[config.mk]
export PLATFORM = sky130hd
export DESIGN_NAME = pulse_req_src
export DESIGN_NICKNAME = d
export VERILOG_FILES = /design/src/rtl/pulse_req_src.sv
export SDC_FILE = /design/constraint.sdc
export NUM_CORES = 1
export LEC_CHECK = 0
export ABC_AREA = 1
export CAP_MARGIN = 20
export CORE_AREA = 2 2 39 41
export CTS_CLUSTER_SIZE = 40
export DETAILED_ROUTE_END_ITERATION = 16
export DIE_AREA = 0 0 41 43
export PLACE_DENSITY = 0.75
export SYNTH_ARGS = -nofsm -noshare
export SYNTH_HDL_FRONTEND = slang
export SYNTH_SLANG_ARGS = --single-unit
export TNS_END_PERCENT = 100
[constraint.sdc]
create_clock -name src_clk -period 4.5 [get_ports src_clk]
set_input_delay 1.125 -clock src_clk [delete_from_list [all_inputs] [get_ports src_clk]]
set_output_delay 1.125 -clock src_clk [all_outputs]
set_load 0.01 [all_outputs]
[src/rtl/pulse_req_src.sv]
// Source half of a toggle-based pulse synchronizer: counts events, issues one request
// toggle at a time and waits for the synchronized ack. Optional ack timeout: PULSE_REQ_TIMEOUT_EN.
module pulse_req_src #(
    parameter int CNT_W       = 4,
    parameter int SYNC_STAGES = 2,
    parameter int TIMEOUT_CYC = 64
) (
    input  logic             src_clk,
    input  logic             src_rstn,
    input  logic             s_event,
    input  logic             ack_toggle,
    input  logic             err_clr,
    output logic             req_toggle,
    output logic [CNT_W-1:0] pend_cnt,
    output logic             busy,
    output logic             overflow,
    output logic             timeout_err
);

    typedef enum logic [1:0] {
        ST_IDLE = 2'd0,
        ST_WAIT = 2'd1,
        ST_ERR  = 2'd2
    } state_t;

    localparam logic [CNT_W-1:0] CNT_MAX = '1;

    generate
        if (SYNC_STAGES < 2 || TIMEOUT_CYC < 1) begin : g_bad_param
            $error("pulse_req_src: SYNC_STAGES must be >= 2 and TIMEOUT_CYC >= 1");
        end
    endgenerate

    state_t                 state, state_nxt;
    logic [SYNC_STAGES-1:0] ack_sync;
    logic                   ack_s;
    logic                   ack_match;
    logic                   issue;
    logic                   cnt_drop;
    logic                   to_hit;
    logic                   req_nxt;
    logic                   ovf_nxt;
    logic [CNT_W-1:0]       pend_nxt;

    always_ff @(posedge src_clk or negedge src_rstn) begin
        if (!src_rstn) begin
            ack_sync <= '0;
        end else begin
            ack_sync <= {ack_sync[SYNC_STAGES-2:0], ack_toggle};
        end
    end

    assign ack_s     = ack_sync[SYNC_STAGES-1];
    assign ack_match = (ack_s == req_toggle);
    assign issue     = (state == ST_IDLE) && (pend_cnt != '0);

`ifdef PULSE_REQ_TIMEOUT_EN
    localparam int             TO_W    = (TIMEOUT_CYC > 2) ? $clog2(TIMEOUT_CYC) : 1;
    localparam logic [TO_W-1:0] TO_LAST = TO_W'(TIMEOUT_CYC - 1);

    logic [TO_W-1:0] to_cnt;

    // Held at zero outside WAIT, so every WAIT visit starts counting from zero.
    always_ff @(posedge src_clk or negedge src_rstn) begin
        if (!src_rstn) begin
            to_cnt <= '0;
        end else if (state != ST_WAIT) begin
            to_cnt <= '0;
        end else begin
            to_cnt <= to_cnt + 1'b1;
        end
    end

    assign to_hit = (state == ST_WAIT) && !ack_match && (to_cnt == TO_LAST);

    always_ff @(posedge src_clk or negedge src_rstn) begin
        if (!src_rstn) begin
            timeout_err <= 1'b0;
        end else if (to_hit) begin
            timeout_err <= 1'b1;
        end else if (err_clr) begin
            timeout_err <= 1'b0;
        end
    end
`else
    assign to_hit      = 1'b0;
    assign timeout_err = 1'b0;
`endif

    always_ff @(posedge src_clk or negedge src_rstn) begin
        if (!src_rstn) begin
            state      <= ST_IDLE;
            req_toggle <= 1'b0;
            pend_cnt   <= '0;
            overflow   <= 1'b0;
        end else begin
            state      <= state_nxt;
            req_toggle <= req_nxt;
            pend_cnt   <= pend_nxt;
            overflow   <= ovf_nxt;
        end
    end

    always_comb begin
        state_nxt = state;
        req_nxt   = req_toggle;
        pend_nxt  = pend_cnt;
        ovf_nxt   = overflow;
        cnt_drop  = 1'b0;

        case (state)
            ST_IDLE: begin
                if (issue) begin
                    req_nxt   = ~req_toggle;
                    state_nxt = ST_WAIT;
                end
            end
            ST_WAIT: begin
                if (ack_match) begin
                    state_nxt = ST_IDLE;
                end else if (to_hit) begin
                    state_nxt = ST_ERR;
                end
            end
            ST_ERR: begin
                if (err_clr) begin
                    state_nxt = ST_IDLE;
                end
            end
            default: state_nxt = ST_IDLE;
        endcase

        // An event arriving on an issue edge replaces the issued one, so the count holds.
        if (s_event && !issue) begin
            if (pend_cnt == CNT_MAX) begin
                cnt_drop = 1'b1;
            end else begin
                pend_nxt = pend_cnt + 1'b1;
            end
        end else if (!s_event && issue) begin
            pend_nxt = pend_cnt - 1'b1;
        end

        if (err_clr) begin
            ovf_nxt = 1'b0;
        end
        if (cnt_drop) begin
            ovf_nxt = 1'b1;
        end
    end

    assign busy = (state != ST_IDLE) || (pend_cnt != '0);

endmodule

==> results of run 1 <==
-- worst max-delay path, cell delays in order --
cell and delay, ps:
clkdlybuf4s50_1 580, nand2_2 130, ha_1 340, nand2_1 80, nand2_1 50, nor2_1 150
inv_1 60, nand2_1 80, nand3_1 80, nand2_1 60, nand2_1 40
-- placed cells by master (no fill, tap or decap) --
master	count
nand4_1	2
dfrtp_1	9
nor2_2	2
o21ai_1	1
xor2_1	1
clkinv_2	1
nand2_2	2
xnor2_1	3
nand2_1	8
clkdlybuf4s50_1	11
nor2_1	3
fa_1	1
inv_2	1
nand3_4	1
ha_1	2
clkbuf_4	3
inv_1	5
nand3b_1	1
a21oi_1	1
o22ai_1	1
nand2_4	2
conb_1	1
nand3_1	4
-- metal layers --
metal / vias to the layer above / part of all wire / wire length [um] / global-route usage
li1: 193 / - / - / -
met1: 162 / 0.46 / 426 / 0.169
met2: 10 / 0.47 / 441 / 0.175
met3: 4 / 0.052 / 48 / 0.0628
met4: 0 / 0.015 / 14 / 0.0600
met5: - / 0 / 0 / 0
-- cells by family after synthesis --
kind of cell,after synthesis
xor+xnor,4
buf+inv,7
compound gates,3
flops,9
fa+ha+maj,3
simple gates,25
other cells,1
-- state kept, by name, summed over array words and instances, names as in the netlist --
signal	cells
ack_sync	2
req_toggle	1
state	1
overflow	1
pend_cnt	4
-- final cells by class --
class                           count  area [um^2]  share of cell area
Timing Repair Buffer               11          110               0.169
Sequential cell                     9          225               0.345
Clock buffer                        3         22.5              0.0345
Multi-Input combinational cell     36          246               0.378
Clock inverter                      1         5.00             0.00768
Inverter                            6         22.5              0.0345
Tap cell                           16         20.0              0.0307
-- final timing paths --
| check | startpoint | end | slack [ps] | cells past startpoint |
|---|---|---|---|---|
| setup / recovery | s_event | pend_cnt[3] | 1880 | 11 |
| hold / removal | ack_sync[0] | ack_sync[1] | 350 | 0 |
| setup reg to reg | pend_cnt[1] | pend_cnt[3] | 2520 | 13 |
| hold reg to reg | ack_sync[0] | ack_sync[1] | 350 | 0 |
| max in group asynchronous | src_rstn | req_toggle | 3050 | 1 |
| min in group asynchronous | src_rstn | overflow | 1160 | 1 |
-- power groups by stage --
stage / combinational, mW / sequential [mW] / clock, mW
2_1_floorplan: 0.171 / 0.161 / 0
3_3_place_gp: 0.256 / 0.155 / 0
3_5_place_dp: 0.264 / 0.158 / 0
4_1_cts: 0.269 / 0.157 / 0.0652
5_1_grt: 0.298 / 0.161 / 0.0706
6_report: 0.265 / 0.156 / 0.0627
-- through the flow --
| step | cell area (um^2) | utilization | hold slack, ps |
|---|---|---|---|
| floorplan | 502 | - | 331 |
| global placement | 624 | 0.451 | 334 |
| detailed placement | 624 | 0.451 | 339 |
| CTS | 652 | 0.471 | 354 |
| global route | 652 | 0.471 | 369 |
| finish | 652 | 0.471 | 351 |
-- cell usage after synthesis (all sizes together) --
| cell | number | area (um^2) |
|---|---|---|
| a21oi | 1 | 5.00 |
| buf | 1 | 7.51 |
| conb | 1 | 3.75 |
| dfrtp | 9 | 225 |
| fa | 1 | 20.0 |
| ha | 2 | 25.0 |
| inv | 6 | 22.5 |
| nand2 | 12 | 65.1 |
| nand3 | 5 | 37.5 |
| nand3b | 1 | 7.51 |
| nand4 | 2 | 12.5 |
| nor2 | 5 | 23.8 |
| o21ai | 1 | 5.00 |
| o22ai | 1 | 6.26 |
| xnor2 | 3 | 26.3 |
| xor2 | 1 | 8.76 |
==> results_dict.tcl, run 1 <==
set metrics [dict create \
    track_usage 0.129 \
    pwr-share-clk 0.130 \
    avgRoutedWirePerCell_um 11.3 \
    p_total_mw 0.484 \
    cts.reportedPaths.clkPinSlew_ps 60 \
    clock_latency_ps 270 \
    root_buffer "clkbuf_4" \
    antenna_found_initial 0 \
    skew_ps 3.27 \
    dp.cells 78 \
    cp_max_fo 5 \
    powerDensity_mw_per_mm2 742 \
    tns_ps 0 \
    instances_no_fill 82 \
    endpoint_kind "flip-flop" \
    synth-adder-area-share 0.0898 \
    drt_iter0_drc 5 \
    synth_xor_area_frac 0.0698 \
    ctsHoldBuffers 0 \
    cts_buffers 3 \
    cts_max_level 1 \
    first_pass_iters 4 \
    p_leak_nw 0.295 \
    p_int_mw 0.274 \
    io_buffers 11 \
    period_share 0.582 \
    ant_nets 0 \
    switching_power_mw 0.209 \
    yosysSeqAreaShare 0.449 \
    status "completed" \
    cts_tree "yes" \
    grt_max_degree 10 \
    grt_pass1_vias 341 \
    cts-resized-gates 0 \
    final_layout_size_suffix_gt1_frac 0.182 \
    final.min_clock_period_ps 2620 \
    seqPwrFrac 0.322 \
    die_h_um 43 \
    vias_per_cell 4.50 \
    final_nets 75 \
    vias 369 \
    die_area_mm2 0.00176 \
    synth_top_family_by_area "simple AND/OR/NAND/NOR gates" \
    dpl.hpwl_um 679 \
    boundaryPins 13 \
    area_growth_pct 29.9 \
    required_ps 4660 \
    rows 14 \
    coreArea_mm2 0.00138 \
    routed_wl_um 930 \
    syn-cell-area_um2 502 \
    combPwrFrac 0.548 \
    ys_seq_elements 9 \
    synth.avg_cell_area_um2 9.65 \
    rsz0062_at_grt "no" \
    setup_violations 0 \
    maxCapViolCount 0 \
    hold_viol 0 \
    arrival_ps 2780 \
    vdd_drop_max_v 0.000326 \
    clk_path_buf_depth 2 \
    grt_pass1_wl_mm 1.43 \
    post-place-ws_ps 1640 \
    cts.sinks 9 \
    nFillCells 140 \
    synth_compound_area_frac 0.0324 \
    cts_setup_buffers 0 \
    path_class "in -> reg" \
    hold_class "reg -> reg" \
    place_congestion 0.784 \
    layout_setup_ws_ps 1880 \
    yosysWarningCount 0 \
    start_kind "primary input" \
    start_util 0.363 \
    synth-simple-area-share 0.292 \
    ys_types 21 \
    die_x_um 41 \
    antenna_cells 0 \
    syn_inst 52 \
    drc 0 \
    fmax_mhz 382 \
    report.final.slew_viol_count 0 \
    switching_share 0.433 \
    grt_overflow 0 \
    synth.mux.area_fraction 0 \
    synth_nets 60 \
]
Power figures use the tool's default switching activity.
==> inputs of run 2 (changes only) <==
==> constraint.sdc (replaced) <==
create_clock -name src_clk -period 2.53 [get_ports src_clk]
set_input_delay 0.6325 -clock src_clk [delete_from_list [all_inputs] [get_ports src_clk]]
set_output_delay 0.6325 -clock src_clk [all_outputs]
set_load 0.01 [all_outputs]
==> run 2 against run 1 <==
Effect of this change: routed wire length decreased by 2.2%; combinational power is 77% higher; non-clock buffer count unchanged; critical path type unchanged; critical endpoint unchanged; setup slack got worse by 1500 ps; die area unchanged; worst hold slack better by 2.1 ps; sequential share of layout area unchanged; core utilization unchanged; first-iteration DRC count did not move.
==> results_dict.tcl, run 2 (synthesized netlist as in run 1, its figures left out) <==
set metrics [dict create \
    status "completed" \
    cts_setup_buffers 0 \
    cts.reportedPaths.clkPinSlew_ps 70 \
    die_x_um 41 \
    final_nets 75 \
    antenna_cells 0 \
    drt_iter0_drc 5 \
    grt_max_degree 10 \
    start_kind "primary input" \
    layout_common_cells "clkdlybuf4s50_1 (11), dfrtp_1 (9), nand2_1 (8)" \
    cts_tree "yes" \
    rsz0062_at_grt "no" \
    final_layout_size_suffix_gt1_frac 0.182 \
    vdd_drop_max_v 0.000582 \
    setup_violations 0 \
    clk_path_buf_depth 2 \
    place_congestion 0.814 \
    cts_buffers 3 \
    reg_top3 "pend_cnt: 4 flops, ack_sync: 2 flops" \
    powerDensity_mw_per_mm2 1320 \
    p_leak_nw 0.295 \
    skew_ps 7.20 \
    die_h_um 43 \
    start_util 0.363 \
    routed_wl_um 910 \
    tns_ps 0 \
    final.min_clock_period_ps 2110 \
    hold_viol 0 \
    cts-resized-gates 0 \
    die_area_mm2 0.00176 \
    cp_max_fo 5 \
    coreArea_mm2 0.00138 \
    area_growth_pct 29.9 \
    vias_per_cell 4.57 \
    arrival_ps 2270 \
    period_share 0.835 \
    clock_latency_ps 270 \
    avgRoutedWirePerCell_um 11.1 \
    grt_overflow 0 \
    maxCapViolCount 0 \
    vias 375 \
    report.final.slew_viol_count 0 \
    boundaryPins 13 \
    dpl.hpwl_um 684 \
    fmax_mhz 474 \
    grt_pass1_vias 351 \
    required_ps 2690 \
    ctsHoldBuffers 0 \
    first_pass_iters 2 \
    timing.hold.ws_ps 353 \
    antenna_found_initial 0 \
    p_total_mw 0.858 \
    utilization 0.471 \
    cts.sinks 9 \
    endpoint_kind "flip-flop" \
    track_usage 0.133 \
    final_common_cell "clkdlybuf4s50_1" \
    largest_reg_flops 4 \
    path_class "in -> reg" \
    hold_class "reg -> reg" \
    rows 14 \
    root_buffer "clkbuf_4" \
    cts_max_level 1 \
    regMostFlops "pend_cnt" \
    grt_pass1_wl_mm 1.49 \
    ant_nets 0 \
    io_buffers 11 \
    drc 0 \
]
[run 2: power by group]
group / total [mW] / leakage, nW / switching, mW / internal (mW)
clock network: 0.111 / 0.0177 / 0.0531 / 0.0584
logic: 0.470 / 0.170 / 0.241 / 0.229
registers: 0.276 / 0.107 / 0.0753 / 0.201
total: 0.858 / 0.295 / 0.369 / 0.489
[run 2: per-stage QoR]
step	setup WS (ps)	instance area (um^2)	cells
6_report	418	652	82
5_1_grt	307	652	82
4_1_cts	428	652	82
3_5_place_dp	152	624	78
3_3_place_gp	182	624	78
2_1_floorplan	729	502	52
[run 2: path summary, 6_finish.rpt]
kind / slack, ps / end / depth (start not counted) / startpoint
worst min-delay path: 350 / ack_sync[1] / 0 / ack_sync[0]
worst max-delay path: 420 / pend_cnt[3] / 11 / s_event
max in group asynchronous: 1570 / pend_cnt[1] / 1 / src_rstn
worst max register to register: 590 / pend_cnt[3] / 13 / pend_cnt[1]
min in group asynchronous: 660 / ack_sync[1] / 1 / src_rstn
worst min register to register: 350 / ack_sync[1] / 0 / ack_sync[0]
[run 2: per-layer routing]
| metal | share of wire | vias up | GRT usage |
|---|---|---|---|
| met1 | 0.48 | 168 | 0.175 |
| met4 | 0.031 | 0 | 0.100 |
| li1 | - | 192 | - |
| met2 | 0.45 | 10 | 0.172 |
| met3 | 0.035 | 5 | 0.0471 |
| met5 | 0 | - | 0 |
[run 2: final cells by class]
type | count | area, um^2
multi-input cells | 36 | 246
flip-flops and latches | 9 | 225
well taps | 16 | 20.0
clock inverters | 1 | 5.00
clock buffers | 3 | 22.5
repair buffers | 11 | 110
inverters | 6 | 22.5
fillers | 131 | 732
[run 2: critical path, cell delays in order]
cell and delay, ps:
clkdlybuf4s50_1 580, nand2_2 140, ha_1 340, nand2_1 80, nand2_1 50, nor2_1 130
inv_1 60, nand2_1 90, nand3_1 80, nand2_1 60, nand2_1 40
